**src/rtl/beam_threshold_servo.sv**
```systemverilog
// Per-beam trigger-rate servo: count triggers over a window, nudge each beam threshold
// toward target_i, then stream the thresholds out and commit. Optional macro: SERVO_DEADBAND_EN.
module beam_threshold_servo #(
    parameter int          NBEAMS         = 2,
    parameter int          PERIOD_CLOCKS  = 375000000,
    parameter int          HOLDOFF_CLOCKS = 16,
    parameter int          STEP           = 16,
    parameter logic [17:0] THRESH_INIT    = 18'h01000,
    parameter logic [17:0] THRESH_MIN     = 18'h00000,
    parameter logic [17:0] THRESH_MAX     = 18'h3FFFF
) (
    input  logic              clk_i,
    input  logic              rst_i,
    input  logic              start_i,
    input  logic [31:0]       target_i,
`ifdef SERVO_DEADBAND_EN
    input  logic [31:0]       deadband_i,
`endif
    input  logic [NBEAMS-1:0] trig_i,
    output logic [17:0]       thresh_o,
    output logic [NBEAMS-1:0] thresh_ce_o,
    output logic              update_o,
    output logic              busy_o,
    output logic              done_o
);
    localparam int IDXW = (NBEAMS > 1) ? $clog2(NBEAMS) : 1;
    localparam int WINW = (PERIOD_CLOCKS > 1) ? $clog2(PERIOD_CLOCKS + 1) : 1;
    localparam int HOW  = (HOLDOFF_CLOCKS > 0) ? $clog2(HOLDOFF_CLOCKS + 1) : 1;

    typedef enum logic [2:0] {
        S_IDLE, S_COUNT, S_ADJUST, S_LOAD, S_UPDATE, S_DONE
    } state_t;

    state_t                          r_state, w_next;
    logic [WINW-1:0]                 r_win;
    logic [IDXW-1:0]                 r_idx;
    logic                            r_phase;
    logic [NBEAMS-1:0][31:0]         r_cnt;
    logic [NBEAMS-1:0][HOW-1:0]      r_hold;
    logic [NBEAMS-1:0][17:0]         r_thresh;
    logic [31:0]                     w_tol;

`ifdef SERVO_DEADBAND_EN
    logic [31:0] r_tol;
    assign w_tol = r_tol;
    always_ff @(posedge clk_i or posedge rst_i) begin
        if (rst_i)                              r_tol <= '0;
        else if (r_state == S_IDLE && start_i)  r_tol <= deadband_i;
    end
`else
    assign w_tol = 32'd0;
`endif

    logic            w_last_win, w_last_beam;
    logic [31:0]     w_cnt_sel;
    logic [17:0]     w_thr_sel, w_adj;
    logic [32:0]     w_hi, w_lo;
    logic [18:0]     w_up;
    logic            w_dn_ok;

    assign w_last_win  = (r_win == WINW'(PERIOD_CLOCKS - 1));
    assign w_last_beam = (r_idx == IDXW'(NBEAMS - 1));
    assign w_cnt_sel   = r_cnt[r_idx];
    assign w_thr_sel   = r_thresh[r_idx];

    // Bounds are 33-bit so target+tol cannot wrap and target-tol clamps at zero.
    assign w_hi    = {1'b0, target_i} + {1'b0, w_tol};
    assign w_lo    = (target_i >= w_tol) ? ({1'b0, target_i} - {1'b0, w_tol}) : 33'd0;
    assign w_up    = {1'b0, w_thr_sel} + 19'(STEP);
    assign w_dn_ok = ({1'b0, w_thr_sel} >= ({1'b0, THRESH_MIN} + 19'(STEP)));

    always_comb begin
        w_adj = w_thr_sel;
        if ({1'b0, w_cnt_sel} > w_hi)
            w_adj = (w_up > {1'b0, THRESH_MAX}) ? THRESH_MAX : w_up[17:0];
        else if ({1'b0, w_cnt_sel} < w_lo)
            w_adj = w_dn_ok ? (w_thr_sel - 18'(STEP)) : THRESH_MIN;
    end

    always_comb begin
        w_next      = r_state;
        thresh_o    = '0;
        thresh_ce_o = '0;
        update_o    = 1'b0;
        done_o      = 1'b0;
        busy_o      = (r_state != S_IDLE);
        case (r_state)
            S_IDLE:   if (start_i) w_next = S_COUNT;
            S_COUNT:  if (w_last_win) w_next = S_ADJUST;
            S_ADJUST: if (w_last_beam) w_next = S_LOAD;
            S_LOAD: begin
                thresh_o = w_thr_sel;
                for (int b = 0; b < NBEAMS; b++)
                    thresh_ce_o[b] = r_phase && (r_idx == IDXW'(b));
                if (r_phase && w_last_beam) w_next = S_UPDATE;
            end
            S_UPDATE: begin
                update_o = 1'b1;
                w_next   = S_DONE;
            end
            S_DONE: begin
                done_o = 1'b1;
                w_next = S_IDLE;
            end
            default:  w_next = S_IDLE;
        endcase
    end

    always_ff @(posedge clk_i or posedge rst_i) begin
        if (rst_i) begin
            r_state  <= S_IDLE;
            r_win    <= '0;
            r_idx    <= '0;
            r_phase  <= 1'b0;
            r_cnt    <= '0;
            r_hold   <= '0;
            r_thresh <= {NBEAMS{THRESH_INIT}};
        end else begin
            r_state <= w_next;
            // Holdoff runs in every state; only COUNT may re-arm it.
            for (int b = 0; b < NBEAMS; b++) begin
                if (r_hold[b] != '0) r_hold[b] <= r_hold[b] - 1'b1;
                if (r_state == S_COUNT && trig_i[b] && r_hold[b] == '0) begin
                    r_hold[b] <= HOW'(HOLDOFF_CLOCKS);
                    if (r_cnt[b] != 32'hFFFFFFFF) r_cnt[b] <= r_cnt[b] + 1'b1;
                end
            end
            case (r_state)
                S_IDLE: if (start_i) begin
                    r_win   <= '0;
                    r_cnt   <= '0;
                    r_idx   <= '0;
                    r_phase <= 1'b0;
                end
                S_COUNT: r_win <= r_win + 1'b1;
                S_ADJUST: begin
                    r_thresh[r_idx] <= w_adj;
                    r_idx           <= w_last_beam ? '0 : r_idx + 1'b1;
                end
                S_LOAD: begin
                    r_phase <= ~r_phase;
                    if (r_phase) r_idx <= r_idx + 1'b1;
                end
                default: ;
            endcase
        end
    end
endmodule
```
**config.mk**
```make
export PLATFORM = sky130hd
export DESIGN_NAME = beam_threshold_servo
export DESIGN_NICKNAME = d
export VERILOG_FILES = /design/src/rtl/beam_threshold_servo.sv
export SDC_FILE = /design/constraint.sdc
export NUM_CORES = 1
export LEC_CHECK = 0
export BUFFER_PORTS_ARGS = -buffer_cell sky130_fd_sc_hd__buf_2
export CELL_PAD_IN_SITES_DETAIL_PLACEMENT = 1
export CELL_PAD_IN_SITES_GLOBAL_PLACEMENT = 1
export CORE_MARGIN = 4
export CORE_UTILIZATION = 47
export DETAILED_ROUTE_END_ITERATION = 8
export PLACE_DENSITY_LB_ADDON = 0.1
export SYNTH_ARGS = -nofsm -noshare
export SYNTH_HDL_FRONTEND = slang
export SYNTH_SLANG_ARGS = --single-unit
```
**constraint.sdc**
```tcl
create_clock -name clk_i -period 5.2 [get_ports clk_i]
set_input_delay 0.52 -clock clk_i [delete_from_list [all_inputs] [get_ports clk_i]]
set_output_delay 0.52 -clock clk_i [all_outputs]
set_load 0.01 [all_outputs]
```
==> key figures <==
Critical path
  – Setup crit start: r_idx
  – RR Endpoint: r_thresh[1]
  – Critical path arrival: around 4.7 ns
  – CP max FO: 51
  – Crit path cell chain: buf_4 -> mux2i_1 -> inv_1 -> ha_1 -> nand4_1 -> a21oi_1 -> and4_1 -> and2_1 -> a41o_1 -> nand2_1 -> o21ai_0
  – Endpoint class of the critical path: flip-flop
  – Type of origin of the critical path: flip-flop
  – WP data required: 5.52 ns
  – Crit Path Category: flip-flop to flip-flop
  – Reg2Reg Depth: 11
  – Reg2reg start: r_idx
  – Minimum setup slack among reg-to-reg paths: 0.82 ns
  – Slowest stage cell, crit path: dfrtp_4
  – Largest stage delay, worst path: about 0.87 ns
  – Setup crit end: r_thresh[1]

Route
  – Total number of vias: 8460
  – Routed WL: 27.80 mm
  – Drt pass-1 iters: 5
  – Avg Vias per Cell: 6.030
  – Met2 wire length: 13.01 mm
  – Initial DRC count: around 480
  – Antenna viol nets, final: 0
  – DRC Markers: 0
  – WL met3: 1.070 mm
  – Met1 WL: roughly 13 mm
  – Top layer in use: met4
  – Wire length per cell: about 20 um

Clock network
  – CTS tree: built
  – Root buffer cell: clkbuf_16
  – Clock tree sinks: 144
  – Hold_buf cts: 0
  – Worst-Skew Late Latency: between 0.4 and 0.5 ns
  – CTS Buf Count: 17
  – Clock buffer depth: 2
  – Worst-path clk slew: 0.06 ns
  – Post-CTS sizing: 0
  – H-tree level count: 4
  – Post-CTS Setup Inserts: 0

Logic synthesis
  – Avg Synthesized Cell Area: 8.746 um^2
  – Largest cells by area after synthesis: dfrtp_1 (37%), ha_1 (5.4%), nand2_1 (4.4%), nor2_1 (4.3%), mux2_2 (4.1%)
  – Cell variety after synth: 71
  – YS warnings: 0
  – Most instantiated library cell after synthesis: dfrtp_1
  – Largest area contributor in the synthesized netlist: dfrtp_1
  – Synth async-reset ratio: 1.000
  – Net count after synthesis: 1165
  – Most used flip-flop cell after synthesis: dfrtp_1
  – Seq/Total Area, Yosys: 0.3793
  – Synth Instances: 1087
  – Top cell type's share of synthesized area: 0.3738
  – Number of synthesized flops with an enable pin: 0
  – Mapped Area: 9507 um^2
  – Synth Register Bits: 144
  – Synth top cells by count: dfrtp_1 (142), nand2_1 (111), nor2_1 (108)

Global route
  – Overall Global Routing Usage: 0.2555
  – First-pass GRT wire length: between 40 and 50 mm
  – Largest net degree at the start of global routing: ~110
  – GRT overflow: 0
  – Number of global-route vias before repair: 8584
  – Initial antenna violation count: 0

Layout
  – ANT cells: 0
  – Share of cells above drive strength 1: 0.1388
  – Synth-to-Final Area Change: 11.61%
  – Final core occ: 0.5399
  – Finished Layout Cells: ~1400
  – Number of nets in the layout: 1204

Floorplan
  – Die footprint: about 23000 um^2
  – Die height: 150.2 um
  – Initial Utilization: 0.4837
  – Row cnt: 51
  – Placeable Area: 19650 um^2
  – Num ports: 60
  – Die X: 150.2 um

STA
  – Sum Neg Setup Slack: 0 ns
  – Max-slew headroom: 0.2368
  – Fin crit share: 0.8429
  – Clk_skew: roughly 0.016 ns
  – F_max: 228.1 MHz
  – RSZ-0062 raised after global routing: no
  – Final setup fails: 0
  – Final Hold Viols: 0
  – Measured slew at the worst slew-check pin: roughly 1.1 ns
  – Slew Viols, Final: 0
  – Crit path time final: 4.383 ns

Pwr
  – P_leak: 0.004978 uW
  – VDD IR max: ~0.20 mV
  – Pwr dens: 265.1 nW/um^2

Place
  – Placed Cells: 1372
  – Gpl congestion: approximately 0.93
  – Port Buffers: 59
  – DP HPWL: between 15 and 20 mm

Run
  – Total of max-cap violations: 0

Worst hold path
  – Worst Hold Class: input pin to asynchronous set/reset pin

Outcome
  – Status: complete, no violations
-- power by group --
group / switching (uW) / internal (uW) / leakage (uW)
logic: 145 / 109 / 0.00297
clock network: 509 / 802 / 0.000297
registers: 66.5 / 1180 / 0.00171
-- worst min path at each step --
stage,end,slack [ns],cells past startpoint
detailed placement,r_win[28],0.47,1
global placement,r_win[28],0.46,1
floorplan,r_win[28],0.44,1
global route,r_hold[1],0.41,2
finish,r_win[2],0.33,2
CTS,r_hold[7],0.37,2
-- cell type report --
class                           count  area [um^2]
Fill cell                        2366         9044
Multi-Input combinational cell    843         5495
Sequential cell                   144         3610
Clock buffer                       18        429.2
Timing Repair Buffer               67        355.3
Tap cell                          265        331.6
Inverter                           53        203.9
Clock inverter                     13        185.2
-- stage by stage --
stage               worst slack (ns)  hold WS, ns  cell area (um^2)  power [uW]
floorplan                     0.7546       0.4369              9507        1432
global placement              0.9655       0.4571              9996        1499
detailed placement            0.8911       0.4653              9996        1522
CTS                           0.8427       0.3729             10610        2845
global route                  0.5025       0.4115             10610        2936
finish                        0.8167       0.3331             10610        2813
-- state kept, by name, indices dropped and copies added, names as in the netlist --
name and flops:
r_hold 10, r_state 3, r_idx 1, r_win 29, r_thresh 36, r_phase 1, r_cnt 64
-- metal layers --
layer / GRT usage / vias up
met1: 0.3610 / 4229
li1: - / 4005
met2: 0.4096 / 187
met5: 0 / -
met4: 0.07868 / 0
met3: 0.03402 / 39
-- cells in the final DEF, fill, tap and decap left out, drive strengths merged, types with 31 or more instances in the layout --
| cell type | instances |
|---|---|
| mux2i | 32 |
| xor2 | 43 |
| nand3 | 77 |
| ha | 41 |
| buf | 67 |
| xnor2 | 31 |
| nand4 | 37 |
| nor2 | 108 |
| inv | 55 |
| nand2 | 111 |
| o21ai | 71 |
| dfrtp | 142 |
| mux2 | 35 |
| a21oi | 36 |
-- worst max-delay path, delay by kind of cell, from the launching register on --
family,cells,cell delay [ns]
AND/OR/NAND/NOR,4,1.12
AO/OA/AOI/OAI,3,0.91
adder cells (fa/ha/maj),1,0.26
flip-flops,1,0.87
multiplexers,1,0.34
buffers and inverters,2,0.72
-- kinds of logic (layout without fill, tap and decap cells) --
kind of cell	count (synthesis)	count (layout)	synth area share
buffers and inverters	100	151	0.04277
adders and majority gates	41	41	0.05396
AOI/OAI and AO/OA	195	195	0.1310
DFF	144	144	0.3793
muxes	67	67	0.07726
xor gates and xnor gates	74	74	0.06818
and+or+nand+nor	466	466	0.2476
(Power assumes the default switching activity.)
